## config.mk

```make
export PLATFORM = sky130hd
export DESIGN_NAME = xs3_seq_ctrl
export DESIGN_NICKNAME = d
export VERILOG_FILES = /design/src/rtl/xs3_pkg.sv /design/src/rtl/bin_to_xs3.sv /design/src/rtl/xs3_seq_ctrl.sv
export SDC_FILE = /design/constraint.sdc
export NUM_CORES = 1
export LEC_CHECK = 0
export CORE_ASPECT_RATIO = 0.5
export CORE_MARGIN = 3
export CORE_UTILIZATION = 46
export CTS_CLUSTER_DIAMETER = 200
export DETAILED_ROUTE_END_ITERATION = 6
export MAX_ROUTING_LAYER = met4
export PLACE_DENSITY = 0.74
export SYNTH_ARGS = -nofsm -noshare
export SYNTH_HDL_FRONTEND = slang
export SYNTH_SLANG_ARGS = --single-unit
```

## constraint.sdc

```tcl
create_clock -name clk -period 2.5 [get_ports clk]
set_input_delay 0.375 -clock clk [delete_from_list [all_inputs] [get_ports clk]]
set_output_delay 0.375 -clock clk [all_outputs]
set_load 0.01 [all_outputs]
```

## src/rtl/xs3_pkg.sv

```systemverilog
// Shared constants and state encoding for the BCD to excess-3 sequencing controller.
package xs3_pkg;

    localparam int unsigned DIGIT_W    = 4;
    localparam logic [3:0]  XS3_OFFSET = 4'd3;
    localparam logic [3:0]  BCD_MAX    = 4'd9;

    typedef enum logic [1:0] {
        S_IDLE = 2'd0,
        S_CONV = 2'd1,
        S_DONE = 2'd2
    } state_e;

endpackage

```

## src/rtl/bin_to_xs3.sv

```systemverilog
// Single-digit converter: adds the excess-3 offset to a 4-bit digit, 5-bit result.
module bin_to_xs3
    import xs3_pkg::*;
(
    input  logic [DIGIT_W-1:0] bin_i,
    output logic [DIGIT_W:0]   xs3_o
);

    assign xs3_o = {1'b0, bin_i} + {1'b0, XS3_OFFSET};

endmodule

```

## src/rtl/xs3_seq_ctrl.sv

```systemverilog
// Converts a packed BCD word to excess-3 one digit per cycle through one shared converter,
// with valid/ready handshakes on both sides and a non-BCD digit error flag.
module xs3_seq_ctrl
    import xs3_pkg::*;
#(
    parameter int unsigned NUM_DIGITS = 4
) (
    input  logic                          clk,
    input  logic                          rst_n,
    input  logic                          in_valid,
    output logic                          in_ready,
    input  logic [DIGIT_W*NUM_DIGITS-1:0] in_data,
    output logic                          out_valid,
    input  logic                          out_ready,
    output logic [DIGIT_W*NUM_DIGITS-1:0] out_data,
    output logic                          out_err
);

    localparam int unsigned IdxW  = (NUM_DIGITS > 1) ? $clog2(NUM_DIGITS) : 1;
    localparam int unsigned DataW = DIGIT_W * NUM_DIGITS;
    localparam logic [IdxW-1:0] LastIdx = IdxW'(NUM_DIGITS - 1);

    state_e              state_q;
    logic [IdxW-1:0]     idx_q;
    logic [DataW-1:0]    src_q;
    logic [DataW-1:0]    res_q;
    logic                err_q;

    logic [DIGIT_W-1:0]  cur_digit;
    logic [DIGIT_W:0]    conv_out;

    assign cur_digit = src_q[idx_q*DIGIT_W +: DIGIT_W];

    bin_to_xs3 u_conv (
        .bin_i (cur_digit),
        .xs3_o (conv_out)
    );

    always_ff @(posedge clk or negedge rst_n) begin
        if (!rst_n) begin
            state_q <= S_IDLE;
            idx_q   <= '0;
            src_q   <= '0;
            res_q   <= '0;
            err_q   <= 1'b0;
        end else begin
            unique case (state_q)
                S_IDLE: begin
                    if (in_valid) begin
                        src_q   <= in_data;
                        res_q   <= '0;
                        err_q   <= 1'b0;
                        idx_q   <= '0;
                        state_q <= S_CONV;
                    end
                end
                S_CONV: begin
                    // Carry out (bit 4) only occurs for digits 13..15 and is dropped.
                    res_q[idx_q*DIGIT_W +: DIGIT_W] <= conv_out[DIGIT_W-1:0];
                    err_q <= err_q | (cur_digit > BCD_MAX);
                    if (idx_q == LastIdx) begin
                        state_q <= S_DONE;
                    end else begin
                        idx_q <= idx_q + 1'b1;
                    end
                end
                S_DONE: begin
                    if (out_ready) begin
                        state_q <= S_IDLE;
                    end
                end
                default: state_q <= S_IDLE;
            endcase
        end
    end

    assign in_ready  = (state_q == S_IDLE);
    assign out_valid = (state_q == S_DONE);
    assign out_data  = res_q;
    assign out_err   = err_q;

endmodule

```

# Word-level counts from Yosys, hierarchy flattened
# Cells that the tools add are included.
dict set report word_totals {
  ff_bits 37
  in_bits 20
  output_inout_bits 19
}
dict set report op_classes {
  add_sub_neg 3
  magnitude_cmp 1
  n_eq_ne 7
  n_shift 3
  mux 12
  bitwise 1
  reduce_logical 6
}
# op count
set ops {}
lappend ops {{4-bit negation with 34-bit output} 1}
lappend ops {{4-bit by 34-bit variable shift with 16-bit output (first input constant)} 1}
lappend ops {{4-bit by 34-bit variable part select with 16-bit output} 1}
lappend ops {{16-bit case mux with 2 select lines} 1}
lappend ops {{16-bit bitwise mux} 1}
lappend ops {{16-bit two-way mux} 1}
lappend ops {{16-bit by 5-bit variable part select with 4-bit output} 1}
lappend ops {{2-bit two-way mux} 5}
lappend ops {{2-bit inequality test (second input constant)} 3}
lappend ops {{2-bit case mux with 3 select lines} 1}
lappend ops {{3-bit AND reduction} 2}
lappend ops {{4-bit by 2-bit adder with 4-bit output (second input constant)} 1}
lappend ops {{2-bit == test (second input constant)} 2}
lappend ops {{4-bit greater-than comparator (second input constant)} 1}
lappend ops {{2-bit case mux with 2 select lines} 1}
lappend ops {{2-bit AND reduction} 2}
lappend ops {{2-bit by 1-bit adder with 2-bit output (second input constant)} 1}
lappend ops {{2-bit by 1-bit == test with 1-bit output (second input constant)} 1}
lappend ops {{2-bit logical NOT} 1}
lappend ops {{2-bit by 1-bit inequality test with 1-bit output (second input constant)} 1}
lappend ops {{1-bit case mux with 2 select lines} 1}
lappend ops {{2-bit nonzero test} 1}
lappend ops {{1-bit two-way mux} 1}
lappend ops {{1-bit OR} 1}

# Longest topological paths before layout
# Gate-level depths: netlist of run 1.
dict set report depth {
  word_depth 5
  ltp_mapped 7
  depth_no_buf 6
}

# Cells and area by module
# A second synthesis of run 1 with hierarchy kept.
dict set report unflattened {
  hier_cells 120
  area_unflattened_um2 1715.4
}
# mod instances cells_each area_per_inst_um2
set modules_own_cells {}
lappend modules_own_cells {xs3_seq_ctrl 1 112 1655.3}
lappend modules_own_cells {bin_to_xs3 1 8 60.1}

# Least setup slack after synthesis of run 1
# OpenSTA, ideal clock, no wires.
dict set report synth_path {
  kind {register to register}
  startpoint {reg idx_q[0]}
  endpoint {reg res_q[10], in the netlist out_data[10]}
  setup_time_ns 0.132
  arrival_ns 1.691
  required_ns 2.368
  path_slack_ns 0.677
  path_stages_with_launch 7
  n_path_buf 1
  cell_sequence {dfrtp_1 > buf_6 > mux4_1 > inv_1 > ha_1 > xor2_1 > o21ai_0}
}
dict set report synth_via {
  elab_chain_len 5
}
# item line
set synth_lines {}
lappend synth_lines {{start, declared} xs3_seq_ctrl.sv:24} ;# logic [IdxW-1:0] idx_q;
lappend synth_lines {{start signal, assigned} xs3_seq_ctrl.sv:64} ;# idx_q <= idx_q + 1'b1;
lappend synth_lines {{16-bit by 5-bit variable part select with 4-bit output} xs3_seq_ctrl.sv:32} ;# assign cur_digit = src_q[idx_q*DIGIT_W +: DIGIT_W];
lappend synth_lines {{4-bit by 2-bit adder with 4-bit output} bin_to_xs3.sv:9} ;# assign xs3_o = {1'b0, bin_i} + {1'b0, XS3_OFFSET};
lappend synth_lines {{4-bit by 34-bit variable part select with 16-bit output} xs3_seq_ctrl.sv:59} ;# res_q[idx_q*DIGIT_W +: DIGIT_W] <= conv_out[DIGIT_W-1:0];
lappend synth_lines {{16-bit bitwise mux (*)} xs3_seq_ctrl.sv:59}
lappend synth_lines {{16-bit case mux with 2 select lines (*)} xs3_seq_ctrl.sv:47} ;# unique case (state_q)
lappend synth_lines {{end signal, assigned by index} xs3_seq_ctrl.sv:59}
lappend synth_lines {{end, declared} xs3_seq_ctrl.sv:26} ;# logic [DataW-1:0] res_q;
# Mark *: on every way between the ends. The rest lies on a longest branch, timed or not.
# A chain may end at the register's enable or synchronous reset.

# Worst setup path in the final report of run 1
dict set report layout_path {
  startpoint {reg idx_q[0]}
  endpoint {reg res_q[14], in the netlist out_data[14]}
}
# The elaborated chain is that of the path after synthesis.

==> reports/qor_table.md, run 1 <==
| Stage | Metric | This run |
|:---|:---|:---|
| layout | Fin nets | 207 |
| die | Starting density of the core | 52.0% |
| critical path | Worst Setup Start Kind | flip-flop |
| logic synthesis | Sequential element share of the synthesized area | 54.9% |
| timing | Post-layout min period | 2.17 ns |
| clock tree | Deepest level of the CTS H-tree | 2 |
| timing | Headroom to the max-slew limit | 69.4% |
| clock tree | Number of clock sinks | 37 |
| clock tree | Clock tree from TritonCTS | done |
| clock tree | Post-CTS resize count | 0 |
| global route | Antenna violations before repair | 0 |
| die | Area of the die | 4470 um2 |
| timing | Tcrit/Tclk final | 86.7% |
| timing | Setup repair after global routing missed its margin | false |
| timing | Total count of max-transition violations in the final report | 0 |
| global route | First-pass GRT wire length | 5.82 mm |
| die | Site Rows | 14 |
| run status | Run status | completed |
| global route | Vias in the first global route | 1201 |
| timing | Max frequency | 0.462 GHz |
| detailed routing | DRT Pass-1 Iters | 4 |
| detailed routing | Amount of wire on met3 after detailed routing | 158 um |
| die | Vert. Die Dim | 48.8 um |
| layout | Most common library cell in the layout ignoring fill and taps | sky130_fd_sc_hd__clkdlybuf4s50_1 |
| detailed routing | Routed vias | 1160 |
| placement | Number of port buffers | 38 |
| critical path | Required time at the worst-slack endpoint | 2.66 ns |
| placement | RePlAce Congestion | 0.832 |
| layout | Inserted Diodes | 0 |
| logic synthesis | Number of standard cells after synthesis | 138 |
| detailed routing | Post-Route WL | 3.43 mm |
| detailed routing | Starting DRC count in detailed routing | 34 |
| global route | Largest net degree at the start of global routing | 38 |
| timing | Setup TNS | 0 ns |
| layout | Fillers | 239 |
| die | Horizontal die dimension | 91.6 um |
| clock tree | Cell at the root of the clock tree | sky130_fd_sc_hd__clkbuf_8 |
| logic synthesis | Flops & latches, synth | 37 |
| detailed routing | Top layer in use | met4 |
| power | VDD IR max | 0.584 mV |
| detailed routing | Total DRC errors in the routed layout | 0 |
| timing | Worst hold slack after final layout | 0.481 ns |
| min path | Class of the most critical hold timing path | reg -> reg |
| run | Maximum Capacitance Violations | 0 |
| detailed routing | Post-route antenna net violation count | 0 |
| logic synthesis | Count of unique library cells instantiated by Yosys | 27 |
| detailed routing | DR WL met2 | 1.65 mm |
| critical path | Crit Path Category | reg -> reg |
| clock tree | Maximum buffer depth of the clock tree | 2 |
| power | Power per Cell Area | 1300 nW/um2 |
| layout | Area Overhead vs Synth | 30.6% |
| detailed routing | Drt wl/cell | 15.0 um |
| layout | Layout cell share with drive strength beyond 1 | 17.1% |
| placement | Sum of net half-perimeters after detailed placement | 2.62 mm |
| power | Leakage power | 0.000951 uW |
| critical path | Worst-path fanout max | 10 |
| logic synthesis | Syn Std Cell Area | 1690 um2 |
| clock tree | Clock insertion delay at the later pin of the skew report | 0.28 ns |
| die | Area of the placeable core | 3240 um2 |
| clock tree | Setup bufs post-CTS | 0 |
| layout | Final cell count without fillers | 229 |
| critical path | Worst EP arrival | 2.32 ns |
| clock tree | Cts-stage hold buffer count | 0 |
| placement | Instance area at placement | 2120 um2 |
| die | Ports | 39 |
| global route | Global route overflow | 0 |
| timing | Finish-stage setup viols | 0 |
| layout | Leading cell types in the layout, fill and taps excluded | sky130_fd_sc_hd__clkdlybuf4s50_1, sky130_fd_sc_hd__dfrtp_1, sky130_fd_sc_hd__nand2_1 |
| clock tree | Number of CTS-inserted buffers | 5 |
| timing | Largest clock skew in the final design | 0.00687 ns |
| timing | Hold Fails Final Rpt | 0 |
| global route | GRT Total Usage | 17.1% |
| detailed routing | Via/cell ratio | 5.07 |
| timing | Worst-Margin Slew | 0.460 ns |
| critical path | Critical path capture point type | flip-flop |
| clock tree | Register clock-pin slew on the reported worst setup and hold paths | 0.07 ns |
| placement | Count of placed standard cells including taps | 222 |
| detailed routing | Wire length the detailed router placed on met1 | 1.58 mm |
| layout | Final design area excluding fillers | 2200 um2 |
| logic synthesis | Number of warnings reported in the yosys synthesis log | 0 |
| logic synthesis | Avg Inst Size Synth | 12.2 um2 |
| logic synthesis | Number of nets produced by synthesis | 164 |
==> layout make-up <==
type,instances,area (um2),share of cell area [%]
Timing Repair Buffer,40,395,17.9
Clock buffer,7,86.3,3.92
Sequential cell,37,926,42.0
Inverter,11,41.3,1.87
Tap cell,48,60.1,2.73
Multi-Input combinational cell,86,694,31.5
==> worst max-delay path, cell delays in order (launching register included) <==
cell,delay (ns)
sky130_fd_sc_hd__dfrtp_1,0.60
sky130_fd_sc_hd__mux4_2,0.68
sky130_fd_sc_hd__inv_1,0.11
sky130_fd_sc_hd__ha_1,0.18
sky130_fd_sc_hd__xor2_1,0.32
sky130_fd_sc_hd__o21ai_0,0.15
==> power by group <==
group | switching [uW] | internal [uW] | leakage [uW]
logic | 696 | 699 | 0.000437
clock network | 197 | 219 | 0.0000443
registers | 204 | 852 | 0.000470
total | 1100 | 1770 | 0.000951
==> cells by family (layout without fill, tap and decap cells) <==
family	Yosys count	after routing	share of synthesized area (%)
multiplexers	21	21	16.9
adder cells (fa/ha/maj)	6	6	4.45
AO/OA/AOI/OAI	25	25	9.42
buffers and inverters	15	58	3.93
AND/OR/NAND/NOR	32	32	8.90
flip-flops	37	37	54.9
XOR/XNOR	2	2	1.48
==> path summary, 6_finish.rpt <==
path                                               from                       end  slack [ns]  cells past startpoint
max in group asynchronous                         rst_n  out_data[10]$_DFFE_PN0P_        1.67                      2
worst max-delay path               idx_q[0]$_DFFE_PN0P_  out_data[14]$_DFFE_PN0P_        0.33                      5
worst min register to register  out_data[9]$_DFFE_PN0P_   out_data[9]$_DFFE_PN0P_        0.48                      2
worst min-delay path            out_data[9]$_DFFE_PN0P_   out_data[9]$_DFFE_PN0P_        0.48                      2
min in group asynchronous                         rst_n     src_q[13]$_DFFE_PN0P_        0.52                      2
worst max register to register     idx_q[0]$_DFFE_PN0P_  out_data[14]$_DFFE_PN0P_        0.33                      5
==> state kept, by name, summed over array words and instances, names as in the netlist <==
signal,flops
out_data,16
src_q,16
idx_q,2
state_q,2
out_err,1
==> metrics by stage <==
stage	util, %	setup WS [ns]	power (uW)
2_1_floorplan	-	0.677	1970
3_3_place_gp	65.3	0.448	2410
3_5_place_dp	65.3	0.357	2490
4_1_cts	68.0	0.318	2900
5_1_grt	68.0	0.186	3070
6_report	68.0	0.333	2870
==> Yosys cell counts, drive strengths merged <==
master	count	area, um2
nand2b	3	18.8
o21ai	14	81.3
a21o	3	22.5
nand2	18	67.6
a21oi	1	5.00
o22ai	4	25.0
a22o	2	17.5
mux2	17	191
clkbuf	1	3.75
ha	6	75.1
dfrtp	37	926
or4	2	15.0
inv	11	41.3
nand4	1	6.26
nand4b	1	8.76
xor2	2	25.0
nor2	5	21.3
mux4	4	93.8
o211ai	1	7.51
nor2b	2	12.5
buf	3	21.3
==> metal layers <==
layer  GRT usage, %  vias up
met1           22.0      564
met5              -        -
li1               -      565
met3           4.78        5
met2           26.8       26
met4           4.75        0
Power figures use the tool's default switching activity.
==> inputs of run 2 (changes only) <==
==> constraint.sdc (replaced) <==
create_clock -name clk -period 2.5 [get_ports clk]
set_input_delay 0.625 -clock clk [delete_from_list [all_inputs] [get_ports clk]]
set_output_delay 0.625 -clock clk [all_outputs]
set_load 0.01 [all_outputs]
==> run 2 against run 1 <==
Flip-flop and latch count unchanged; critical path depth decreased by 3; combinational power increased by 5%; sequential share of layout area decreased by 0.28 points; maximum frequency decreased by 3.4%; design area increased by 0.68%; clock-buffer cell count unchanged; critical path type is now reg -> out.
==> reports/qor_table.md, run 2 (synthesis gave the netlist of run 1 again) <==
| Stage | Metric | This run | vs previous |
|:---|:---|:---|:---|
| min path | Hold wc startpoint | out_data[14]$_DFFE_PN0P_ |  |
| die | Vert. Die Dim | 48.8 um | unchanged |
| clock tree | Number of clock sinks | 37 | unchanged |
| timing | Headroom to the max-slew limit | 69.8% | +0.44 points |
| clock tree | Setup bufs post-CTS | 0 | unchanged |
| layout | Layout cell share with drive strength beyond 1 | 18.0% | +0.91 points |
| critical path | Delay of the slowest cell on the worst path | 0.57 ns | -0.11 ns |
| critical path | Critical path's slowest cell | sky130_fd_sc_hd__clkdlybuf4s50_1 |  |
| critical path | Number of buffer and inverter stages on the critical path | 1 | unchanged |
| timing | Hold Fails Final Rpt | 0 | unchanged |
| die | Ports | 39 | unchanged |
| critical path | Required time at the worst-slack endpoint | 1.88 ns | -0.78 ns |
| die | Area of the die | 4470 um2 | unchanged |
| power | Power per Cell Area | 1310 nW/um2 | +0.44% |
| timing | Largest clock skew in the final design | 0.00478 ns | -0.00209 ns |
| detailed routing | Post-route antenna net violation count | 0 | unchanged |
| detailed routing | Routed vias | 1168 | +0.69% |
| timing | Post-layout min period | 2.24 ns | +0.0764 ns |
| layout | Leading cell types in the layout, fill and taps excluded | sky130_fd_sc_hd__clkdlybuf4s50_1, sky130_fd_sc_hd__dfrtp_1, sky130_fd_sc_hd__nand2_1 |  |
| critical path | Crit path cell chain | nor2b_1 > clkdlybuf4s50_1 |  |
| critical path | Kind of cell adding the most delay to the critical path | buffers and inverters |  |
| timing | Setup repair after global routing missed its margin | false |  |
| die | Area of the placeable core | 3240 um2 | unchanged |
| layout | Most common library cell in the layout ignoring fill and taps | sky130_fd_sc_hd__clkdlybuf4s50_1 |  |
| detailed routing | Via/cell ratio | 5.06 | -0.18% |
| timing | Crit path setup slack, layout | 0.257 ns | -0.0764 ns |
| clock tree | Number of CTS-inserted buffers | 5 | unchanged |
| layout | Inserted Diodes | 0 | unchanged |
| critical path | Critical path capture point type | output port |  |
| clock tree | Post-CTS resize count | 0 | unchanged |
| clock tree | Cell at the root of the clock tree | sky130_fd_sc_hd__clkbuf_8 |  |
| power | Leakage power | 0.000961 uW | +1.0% |
| critical path | Slack of the worst reg-to-reg path | 0.38 ns | +0.05 ns |
| detailed routing | Total DRC errors in the routed layout | 0 | unchanged |
| global route | First-pass GRT wire length | 5.61 mm | -3.7% |
| clock tree | Maximum buffer depth of the clock tree | 2 | unchanged |
| global route | GRT Total Usage | 17.0% | -0.047 points |
| timing | Tcrit/Tclk final | 89.7% | +3.1 points |
| global route | Largest net degree at the start of global routing | 38 | unchanged |
| detailed routing | Drt wl/cell | 14.5 um | -3.3% |
| min path | Hold Crit Endpoint | out_data[14]$_DFFE_PN0P_ |  |
| timing | Worst-Margin Slew | 0.453 ns | -0.00653 ns |
| run | Maximum Capacitance Violations | 0 | unchanged |
| critical path | Worst EP arrival | 1.62 ns | -0.70 ns |
| clock tree | Register clock-pin slew on the reported worst setup and hold paths | 0.07 ns | about the same |
| global route | Global route overflow | 0 | unchanged |
| clock tree | Deepest level of the CTS H-tree | 2 | unchanged |
| min path | Class of the most critical hold timing path | reg -> reg |  |
| placement | Placement-stage worst setup slack | 0.354 ns | -0.00312 ns |
| critical path | Depth of the worst register-to-register path | 5 | unchanged |
| layout | Fin nets | 209 | +0.97% |
| detailed routing | DRT Pass-1 Iters | 6 | +2 |
| global route | Antenna violations before repair | 0 | unchanged |
| timing | Setup TNS | 0 ns | unchanged |
| detailed routing | Post-Route WL | 3.34 mm | -2.5% |
| placement | Number of port buffers | 38 | unchanged |
| die | Horizontal die dimension | 91.6 um | unchanged |
| die | Starting density of the core | 52.0% | unchanged |
| power | VDD IR max | 0.572 mV | -2.1% |
| clock tree | Clock tree from TritonCTS | done |  |
| timing | Total count of max-transition violations in the final report | 0 | unchanged |
| critical path | Worst-path fanout max | 11 | +1 |
| run status | Run status | completed |  |
| critical path | Terminus of the critical flop-to-flop path | out_data[10]$_DFFE_PN0P_ |  |
| min path | Hold Path Stages | 2 | unchanged |
| placement | Sum of net half-perimeters after detailed placement | 2.39 mm | -8.6% |
| clock tree | Clock insertion delay at the later pin of the skew report | 0.28 ns | about the same |
| layout | Area Overhead vs Synth | 31.5% |  |
| clock tree | Cts-stage hold buffer count | 0 | unchanged |
| timing | Finish-stage setup viols | 0 | unchanged |
| timing | Max frequency | 0.446 GHz | -3.4% |
| placement | RePlAce Congestion | 0.859 | +3.2% |
| global route | Vias in the first global route | 1151 | -4.2% |
| critical path | Crit Path Category | reg -> out |  |
| detailed routing | Starting DRC count in detailed routing | 47 | +38% |
| die | Site Rows | 14 | unchanged |
| critical path | Origin of the critical flop-to-flop path | idx_q[0]$_DFFE_PN0P_ |  |
| critical path | Worst Setup Start Kind | flip-flop |  |
run 2: cell count changes in the layout (fill, tap and decap cells not counted):
cell                    change
sky130_fd_sc_hd__buf_4      +2
run 2: worst max-delay path by stage:
stage                           startpoint                       end  slack [ns]  cells past startpoint
floorplan             idx_q[0]$_DFFE_PN0P_  out_data[10]$_DFFE_PN0P_        0.68                      6
global placement      idx_q[0]$_DFFE_PN0P_  out_data[14]$_DFFE_PN0P_        0.40                      5
detailed placement    idx_q[0]$_DFFE_PN0P_  out_data[10]$_DFFE_PN0P_        0.35                      5
CTS                 state_q[1]$_DFFE_PN0P_                 out_valid        0.24                      2
global route        state_q[1]$_DFFE_PN0P_                 out_valid        0.16                      2
finish              state_q[1]$_DFFE_PN0P_                 out_valid        0.26                      2
run 2: tightest hold or removal path, cell delays in order, from the launching register on:
cell	delay (ns)
sky130_fd_sc_hd__dfrtp_1	0.34
sky130_fd_sc_hd__nand2_1	0.04
sky130_fd_sc_hd__o21ai_0	0.06
run 2: layer usage:
| layer | vias up | share of wire, % | track usage (%) |
|---|---|---|---|
| li1 | 560 | - | - |
| met3 | 4 | 7.1 | 4.62 |
| met1 | 570 | 44 | 22.2 |
| met2 | 34 | 48 | 24.8 |
| met5 | - | 0 | - |
| met4 | 0 | 0.99 | 8.25 |
run 2: report_power, final:
| part | internal, uW | switching [uW] | total, uW |
|---|---|---|---|
| combinational | 729 | 729 | 1460 |
| sequential | 852 | 177 | 1030 |
| clock | 219 | 194 | 412 |
| total | 1800 | 1100 | 2900 |
run 2: area by class of cell:
cell class / count / area (um2)
clock buffer: 7 / 86.3
fill: 252 / 1020
inverter: 11 / 41.3
multi-input combinational: 86 / 694
sequential: 37 / 926
tap: 48 / 60.1
timing repair buffer: 42 / 410
run 2: through the flow:
step | cell area, um2 | hold slack (ns) | power [uW] | instances | util [%]
after floorplan | 1690 | 0.329 | 1970 | 138 | -
after global placement | 2130 | 0.462 | 2460 | 224 | 65.8
after detailed placement | 2130 | 0.470 | 2500 | 224 | 65.8
after CTS | 2220 | 0.486 | 2930 | 231 | 68.5
after global routing | 2220 | 0.520 | 3110 | 231 | 68.5
final | 2220 | 0.479 | 2900 | 231 | 68.5
